--- config.mk ---
export PLATFORM = sky130hd
export DESIGN_NAME = rat_control_fsm_v2
export DESIGN_NICKNAME = d
export VERILOG_FILES = /design/src/rtl/rat_control_fsm_v2.sv
export SDC_FILE = /design/constraint.sdc
export NUM_CORES = 1
export LEC_CHECK = 0
export BUFFER_PORTS_ARGS = -buffer_cell sky130_fd_sc_hd__buf_2
export CORE_AREA = 2 2 46 48
export DETAILED_ROUTE_END_ITERATION = 7
export DIE_AREA = 0 0 48 50
export HOLD_SLACK_MARGIN = 0.1
export PLACE_DENSITY = 0.82
export SYNTH_ARGS = -nofsm -noshare
export SYNTH_HDL_FRONTEND = slang
export SYNTH_SLANG_ARGS = --single-unit
--- constraint.sdc ---
create_clock -name CLK -period 2.1 [get_ports CLK]
set_clock_uncertainty 0.05 [all_clocks]
set_input_delay 0.315 -clock CLK [delete_from_list [all_inputs] [get_ports CLK]]
set_output_delay 0.315 -clock CLK [all_outputs]
set_load 0.01 [all_outputs]
--- src/rtl/rat_control_fsm_v2.sv ---
// ---------------------------------------------------------------------------
// rat_control_fsm_v2
// Multi-cycle control unit for the RAT CPU. Sequences instruction fetch
// (with optional wait states for slow program memory), a single execute
// cycle, an optional stretched I/O strobe for slow peripherals and
// interrupt entry. Decodes branch, call/return, stack, interrupt-flag,
// EXOR, MOV, IN and OUT instructions and flags unrecognised opcodes.
//
// Parameters
//   FETCH_WAIT     : extra FETCH cycles before PC_INC (0..7)
//   IO_STRB_CYCLES : width of the OUT strobe in cycles (1..8)
//
// Ports
//   CLK, RESET              : clock (rising edge), synchronous active-high reset
//   C, Z                    : carry / zero flags
//   INT                     : interrupt request (already masked)
//   OPCODE_HI_5, OPCODE_LO_2: instruction bits [17:13] and [1:0]
//   PC_*                    : program counter control
//   ALU_*                   : ALU operand / operation select
//   RF_*                    : register file write and source select
//   SP_*                    : stack pointer increment / decrement
//   SCR_*                   : scratch RAM write, address and data select
//   FLG_*                   : flag register and shadow flag control
//   I_SET, I_CLR            : interrupt enable set / clear
//   RST                     : datapath reset
//   IO_STRB                 : output strobe
//   ILL_OP                  : unrecognised opcode seen in EXEC
// All outputs are combinational from state, counter, opcode, C and Z.
// ---------------------------------------------------------------------------
module rat_control_fsm_v2 #(
    parameter int FETCH_WAIT     = 0,
    parameter int IO_STRB_CYCLES = 1
) (
    input  logic       CLK,
    input  logic       RESET,
    input  logic       C,
    input  logic       Z,
    input  logic       INT,
    input  logic [4:0] OPCODE_HI_5,
    input  logic [1:0] OPCODE_LO_2,
    output logic       I_SET,
    output logic       I_CLR,
    output logic       PC_LD,
    output logic       PC_INC,
    output logic [1:0] PC_MUX_SEL,
    output logic       ALU_OPY_SEL,
    output logic [3:0] ALU_SEL,
    output logic       RF_WR,
    output logic [1:0] RF_WR_SEL,
    output logic       SP_INCR,
    output logic       SP_DECR,
    output logic       SCR_WE,
    output logic [1:0] SCR_ADDR_SEL,
    output logic       SCR_DATA_SEL,
    output logic       FLG_C_CLR,
    output logic       FLG_C_LD,
    output logic       FLG_Z_LD,
    output logic       FLG_LD_SEL,
    output logic       FLG_SHAD_LD,
    output logic       RST,
    output logic       IO_STRB,
    output logic       ILL_OP
);

    typedef enum logic [2:0] {
        ST_INIT    = 3'd0,
        ST_FETCH   = 3'd1,
        ST_EXEC    = 3'd2,
        ST_IO_HOLD = 3'd3,
        ST_INTR    = 3'd4
    } state_t;

    // Terminal counter values for the fetch wait and the stretched strobe.
    localparam logic [2:0] FETCH_LAST = 3'(FETCH_WAIT);
    localparam logic [2:0] IO_LAST    = 3'(IO_STRB_CYCLES - 1);
    localparam logic       IO_STRETCH = (IO_STRB_CYCLES > 1) ? 1'b1 : 1'b0;

    state_t     r_ps;
    state_t     w_ns;
    logic [2:0] r_cnt;
    logic [2:0] w_cnt_nxt;
    logic [6:0] w_opcode;
    logic       w_out_op;

    assign w_opcode = {OPCODE_HI_5, OPCODE_LO_2};

    // State and counter register with synchronous reset.
    always_ff @(posedge CLK) begin
        if (RESET) begin
            r_ps  <= ST_INIT;
            r_cnt <= 3'd0;
        end else begin
            r_ps  <= w_ns;
            r_cnt <= w_cnt_nxt;
        end
    end

    // Next-state, counter and control-output decode.
    always_comb begin
        w_ns         = r_ps;
        w_cnt_nxt    = r_cnt;
        w_out_op     = 1'b0;
        I_SET        = 1'b0;
        I_CLR        = 1'b0;
        PC_LD        = 1'b0;
        PC_INC       = 1'b0;
        PC_MUX_SEL   = 2'b00;
        ALU_OPY_SEL  = 1'b0;
        ALU_SEL      = 4'b0000;
        RF_WR        = 1'b0;
        RF_WR_SEL    = 2'b00;
        SP_INCR      = 1'b0;
        SP_DECR      = 1'b0;
        SCR_WE       = 1'b0;
        SCR_ADDR_SEL = 2'b00;
        SCR_DATA_SEL = 1'b0;
        FLG_C_CLR    = 1'b0;
        FLG_C_LD     = 1'b0;
        FLG_Z_LD     = 1'b0;
        FLG_LD_SEL   = 1'b0;
        FLG_SHAD_LD  = 1'b0;
        RST          = 1'b0;
        IO_STRB      = 1'b0;
        ILL_OP       = 1'b0;

        case (r_ps)
            ST_INIT: begin
                RST       = 1'b1;
                w_ns      = ST_FETCH;
                w_cnt_nxt = 3'd0;
            end

            ST_FETCH: begin
                if (r_cnt == FETCH_LAST) begin
                    PC_INC    = 1'b1;
                    w_ns      = ST_EXEC;
                    w_cnt_nxt = 3'd0;
                end else begin
                    w_cnt_nxt = r_cnt + 3'd1;
                end
            end

            ST_EXEC: begin
                casez (w_opcode)
                    7'b0010000: PC_LD = 1'b1;           // BRN
                    7'b0010010: PC_LD = Z;              // BREQ
                    7'b0010011: PC_LD = ~Z;             // BRNE
                    7'b0010100: PC_LD = C;              // BRCS
                    7'b0010101: PC_LD = ~C;             // BRCC
                    7'b0010001: begin                   // CALL: push PC at SP-1
                        PC_LD        = 1'b1;
                        SCR_WE       = 1'b1;
                        SCR_DATA_SEL = 1'b1;
                        SCR_ADDR_SEL = 2'b11;
                        SP_DECR      = 1'b1;
                    end
                    7'b0110010: begin                   // RET: pop PC from SP
                        PC_LD        = 1'b1;
                        PC_MUX_SEL   = 2'b01;
                        SCR_ADDR_SEL = 2'b10;
                        SP_INCR      = 1'b1;
                    end
                    7'b011011?: begin                   // RETID / RETIE
                        PC_LD        = 1'b1;
                        PC_MUX_SEL   = 2'b01;
                        SCR_ADDR_SEL = 2'b10;
                        SP_INCR      = 1'b1;
                        FLG_LD_SEL   = 1'b1;
                        FLG_C_LD     = 1'b1;
                        FLG_Z_LD     = 1'b1;
                        I_SET        = OPCODE_LO_2[0];
                        I_CLR        = ~OPCODE_LO_2[0];
                    end
                    7'b0110100: I_SET = 1'b1;           // SEI
                    7'b0110101: I_CLR = 1'b1;           // CLI
                    7'b0100101: begin                   // PUSH
                        SCR_WE       = 1'b1;
                        SCR_ADDR_SEL = 2'b11;
                        SP_DECR      = 1'b1;
                    end
                    7'b0100110: begin                   // POP
                        RF_WR        = 1'b1;
                        RF_WR_SEL    = 2'b01;
                        SCR_ADDR_SEL = 2'b10;
                        SP_INCR      = 1'b1;
                    end
                    7'b0000010: begin                   // EXOR reg,reg
                        RF_WR     = 1'b1;
                        ALU_SEL   = 4'b0111;
                        FLG_C_CLR = 1'b1;
                        FLG_Z_LD  = 1'b1;
                    end
                    7'b10010??: begin                   // EXOR reg,imm
                        RF_WR       = 1'b1;
                        ALU_SEL     = 4'b0111;
                        ALU_OPY_SEL = 1'b1;
                        FLG_C_CLR   = 1'b1;
                        FLG_Z_LD    = 1'b1;
                    end
                    7'b0001001: begin                   // MOV reg,reg
                        RF_WR   = 1'b1;
                        ALU_SEL = 4'b1110;
                    end
                    7'b11011??: begin                   // MOV reg,imm
                        RF_WR       = 1'b1;
                        ALU_SEL     = 4'b1110;
                        ALU_OPY_SEL = 1'b1;
                    end
                    7'b11001??: begin                   // IN
                        RF_WR     = 1'b1;
                        RF_WR_SEL = 2'b11;
                    end
                    7'b11010??: begin                   // OUT
                        IO_STRB  = 1'b1;
                        w_out_op = 1'b1;
                    end
                    default: ILL_OP = 1'b1;
                endcase

                // A stretched OUT defers the interrupt check to the last
                // IO_HOLD cycle so the strobe is never cut short.
                if (w_out_op && IO_STRETCH) begin
                    w_ns      = ST_IO_HOLD;
                    w_cnt_nxt = 3'd1;
                end else if (INT) begin
                    w_ns      = ST_INTR;
                    w_cnt_nxt = 3'd0;
                end else begin
                    w_ns      = ST_FETCH;
                    w_cnt_nxt = 3'd0;
                end
            end

            ST_IO_HOLD: begin
                IO_STRB = 1'b1;
                if (r_cnt == IO_LAST) begin
                    w_ns      = INT ? ST_INTR : ST_FETCH;
                    w_cnt_nxt = 3'd0;
                end else begin
                    w_cnt_nxt = r_cnt + 3'd1;
                end
            end

            ST_INTR: begin
                // Push PC at SP-1, save flags, mask interrupts, jump to 0x3FF.
                PC_LD        = 1'b1;
                PC_MUX_SEL   = 2'b10;
                SCR_WE       = 1'b1;
                SCR_DATA_SEL = 1'b1;
                SCR_ADDR_SEL = 2'b11;
                SP_DECR      = 1'b1;
                FLG_SHAD_LD  = 1'b1;
                I_CLR        = 1'b1;
                w_ns         = ST_FETCH;
                w_cnt_nxt    = 3'd0;
            end

            default: begin
                w_ns      = ST_INIT;
                w_cnt_nxt = 3'd0;
            end
        endcase
    end

endmodule

---- After elaboration in Yosys (flattened, before gate mapping) ----
Index checks and enable logic that the tools add are counted.
word-level totals
  bits in registers ....................... 6
  input port bits ......................... 12
  output and inout port bits .............. 28
  logic and storage cells ................. 89
cells by class
  $add $sub $neg .......................... 1
  equality and inequality tests ........... 24
  multiplexer cells ....................... 42
  bitwise operators ....................... 4
  reductions and logical operators ........ 16
operator list
  cell                                                              count
  7-bit by 5-bit == test with 1-bit output (second input constant)  6
  7-bit by 6-bit == test with 1-bit output (second input constant)  5
  1-bit two-way mux                                                 23
  5-bit == test (second input constant)                             4
  18-bit OR reduction                                               1
  2-bit case mux with 2 select lines                                4
  1-bit case mux with 2 select lines                                7
  2-bit OR reduction                                                7
  3-bit case mux with 4 select lines                                1
  3-bit two-way mux                                                 3
  3-bit OR reduction                                                3
  4-bit case mux with 2 select lines                                1
  7-bit by 2-bit == test with 1-bit output (second input constant)  1
  7-bit by 4-bit == test with 1-bit output (second input constant)  1
  3-bit by 2-bit == test with 1-bit output (second input constant)  2
  6-bit by 5-bit == test with 1-bit output (second input constant)  1
  3-bit zero test                                                   2
  6-bit OR reduction                                                1
  1-bit case mux with 5 select lines                                1
  4-bit two-way mux                                                 1
  2-bit inequality test (second input constant)                     2
  1-bit inverter                                                    4
  4-bit OR reduction                                                1
  3-bit by 1-bit adder with 3-bit output (second input constant)    1
  other kinds (4)                                                   4

---- Depth between registers and ports, before layout ----
  depth after elaboration ................. 4
  depth in mapped cells ................... 7
  mapped depth without buffers ............ 6

---- Worst setup path after synthesis ----
No wires, ideal clock.
  kind .................................... register to output
  start ................................... register r_ps[0]
  end ..................................... output FLG_LD_SEL
  arrival time ............................ 1.644 ns
  data required time ...................... 1.735 ns
  slack ................................... 0.091 ns
  stages on the path, launching flop included .. 8
  buffers on the path ..................... 3
  cells stage by stage .................... dfxtp_1 > buf_6 > or3b_1 > buf_6 > nor3_4 > nand3_4 > nor2_1 > buf_4
on the way
  word-level cells in the longest chain between the ends .. 2
RTL lines
  what                                      RTL line  text
  start, declared                           78        state_t r_ps;
  start signal, assigned                    93        r_ps <= w_ns;
  3-bit by 2-bit == test with 1-bit output  -
  1-bit two-way mux                         -
  end, declared                             58        output logic FLG_LD_SEL,
Every way passes these cells.

---- Worst setup path after layout ----
  start ................................... register r_ps[2]
  end ..................................... output SCR_DATA_SEL
on the way
  word-level cells in the longest chain between the ends .. 2
  elaborated cells on any way between the ends .. 3
  classes of those cells .................. eq/ne (2); mux (1)
RTL lines
  what                                                                       RTL line  text
  3-bit == test or 3-bit by 2-bit == test with 1-bit output (tied branches)  126       case (r_ps)
  1-bit case mux with 2 select lines *                                       126
  end, declared                                                              54        output logic SCR_DATA_SEL,
Every way passes the cells marked *; elsewhere a longest branch is shown, timed or not.

==> out/metrics.yaml <==
logic_synthesis:
  synthesis.nets: 127
  ys_warn_count: 0
  yosys.area.top_type: "dfxtp_1"
  synthArstFlopShare: 0
  synth_commonest_cells: "nor2_1 (14), a21oi_1 (6), buf_4 (6), dfxtp_1 (6), nand2_1 (6)"
  ys_seq_area_frac: 0.143
  syn_avg_cell_area_um2: 7.45
  yosysMostFrequentCell: "nor2_1"
  synth.distinct_cells: 48
  synth_area_um2: 842
  synth_edf_count: 0
  synth_top_cell_area_share: 0.143
  synth_ff_type: "dfxtp_1"
  synth_seq_cells: 6
  synthCells: 113
  synthTopCellsByArea: "dfxtp_1 (14%), nor2_1 (6.2%), buf_4 (5.3%)"
global_route:
  antenna_found_initial: 0
  grt_pass1_wl_um: 3840
  grt_overflow: 0
  gr-usage-all-layers: 0.212
  grt_max_degree: 13
  grt_pass1_vias: 918
drt:
  wl_per_cell_um: 12.8
  finalWirelength_um: 2310
  via_per_inst: 5.37
  drc: 0
  dr.pass1.iters: 4
  vias: 967
  drtIter0Drc: 19
  postRouteAntennaNets: 0
placement:
  io_buffers: 39
  gp_congestion: 0.931
  dp_hpwl_um: 1760
  post_dp_cell_area_mm2: 0.00102
finish:
  final_cell_area_mm2: 0.00110
  antenna_cells: 0
  fin_nets: 169
  area_growth_pct: 30.8
  drive_gt1_frac: 0.458
sta:
  setup_viol: 0
  max_freq_mhz: 490
  relSlewSlack: 0.653
  timing_hold_violations_final: 0
  fin_crit_ps: 2040
  fin_crit_sh: 0.972
  rsz0062_at_grt: "true"
  fin_tns_setup_ps: 0
  tightest_slew_ps: 519
  finalMaxSlewViolations: 0
floorplanning:
  num_rows: 16
  fp.dieW_um: 48
  core_mm2: 0.00190
  io_pins: 40
  floorplan.initialDensity: 0.443
  die_area_mm2: 0.00240
  die_h_um: 50
clock_network:
  clock_latency_ps: 240
  ctsHtreeMaxLevel: 1
  cts_tree: "done"
  cts_sinks: 6
  clk_pin_slew_ps: 40
  cts_made_buffers: 3
  cts_root_buf: "clkbuf_4"
  clock_path_buffers: 2
critical_path:
  cp.arrival_ps: 1680
  cp_data_required_time_ps: 1740
  cp_max_fo: 5
  crit_path_start_kind: "flop"
  end_kind: "primary output"
  crit_type: "flop to primary output"
power_and_ir_drop:
  ir_worst_vdd_uv: 308
  power_density_mw_per_mm2: 334
  power.leakage_uw: 0.000540
  total_power_uw: 367
run:
  cap_violations: 0
hold_path:
  hp-class: "primary input to flop"
outcome:
  status: "completed"
==> registers in the layout (all words and copies together) (netlist names) <==
| register | cells |
|---|---|
| r_ps | 3 |
| r_cnt | 3 |
==> where the power goes <==
| part | internal, µW | total (µW) | leakage [µW] | switching, µW |
|---|---|---|---|---|
| clock | 64.5 | 104 | 0.0000138 | 39.7 |
| combinational | 60.3 | 143 | 0.000477 | 83.2 |
| sequential | 117 | 120 | 0.0000496 | 2.11 |
==> path summary, 6_finish.rpt <==
check           start           end  slack (ps)  cells after the start
min reg2reg  r_cnt[2]      r_cnt[2]         480                      2
max           r_ps[2]  SCR_DATA_SEL          60                      5
max reg2reg  r_cnt[0]       r_ps[0]         810                      6
min             RESET       r_ps[0]         220                      2
==> worst max-delay path, cell delays in order, from the launching register on <==
cell     delay (ps)
dfxtp_4         340
or3b_4          430
nor3_4          240
buf_4           160
a31o_1          140
buf_2           120
==> cell type report <==
cell class / instances / area (µm²)
clock buffers: 3 / 22.5
fillers: 188 / 801
inverters: 6 / 22.5
multi-input cells: 89 / 628
flip-flops and latches: 6 / 124
well taps: 27 / 33.8
repair buffers: 49 / 270
==> stage by stage <==
step / worst slack (ps) / std cells / utilization / hold slack (ps)
5_1_grt: -16.0 / 180 / 0.579 / 232
3_5_place_dp: 125 / 172 / 0.539 / 462
6_report: 57.9 / 180 / 0.579 / 216
2_1_floorplan: 90.7 / 113 / - / 336
3_3_place_gp: 171 / 172 / 0.539 / 446
4_1_cts: 9.17 / 176 / 0.559 / 209
==> metal layers <==
metal / share of wire / routed length [µm] / track usage
met1: 0.41 / 936 / 0.240
met2: 0.52 / 1210 / 0.396
met3: 0.069 / 159 / 0.0220
met4: 0 / 0 / 0.0495
met5: 0 / 0 / 0
==> repair_timing <==
| action | in CTS | in global routing |
|---|---|---|
| buffers inserted | 1 | 4 |
| pin swaps | 2 | 2 |
| gates resized for setup | 3 | 2 |
| endpoints found under the hold margin | 0 | 0 |
| endpoints found under the setup margin | 9 | 8 |
| hold buffers | 0 | 0 |
==> kinds of logic (layout without fill, tap and decap cells) <==
group                      Yosys count  after routing  share of synthesized area
adders and majority gates            3              3                     0.0431
DFF                                  6              6                      0.143
buffers and inverters               18             58                      0.126
and+or+nand+nor                     56             56                      0.428
AOI/OAI and AO/OA                   26             26                      0.218
xor gates and xnor gates             4              4                     0.0416
==> layout by cell type, fill, tap and decap left out, drive strengths merged, types with 2 or more instances in the layout <==
cell type and n:
xnor2 2, ha 2, a21oi 6, or2 3, and3 3, dfxtp 6
nor2 14, nand2b 2, o21a 2, o21bai 3, and4 2, clkbuf 3
a211oi 2, o21ai 3, buf 49, o41ai 2, xor2 2, nor3b 4
nor3 7, nor2b 5, nand2 6, nand3 2, inv 6, o22ai 2
Power figures use the tool's default switching activity.
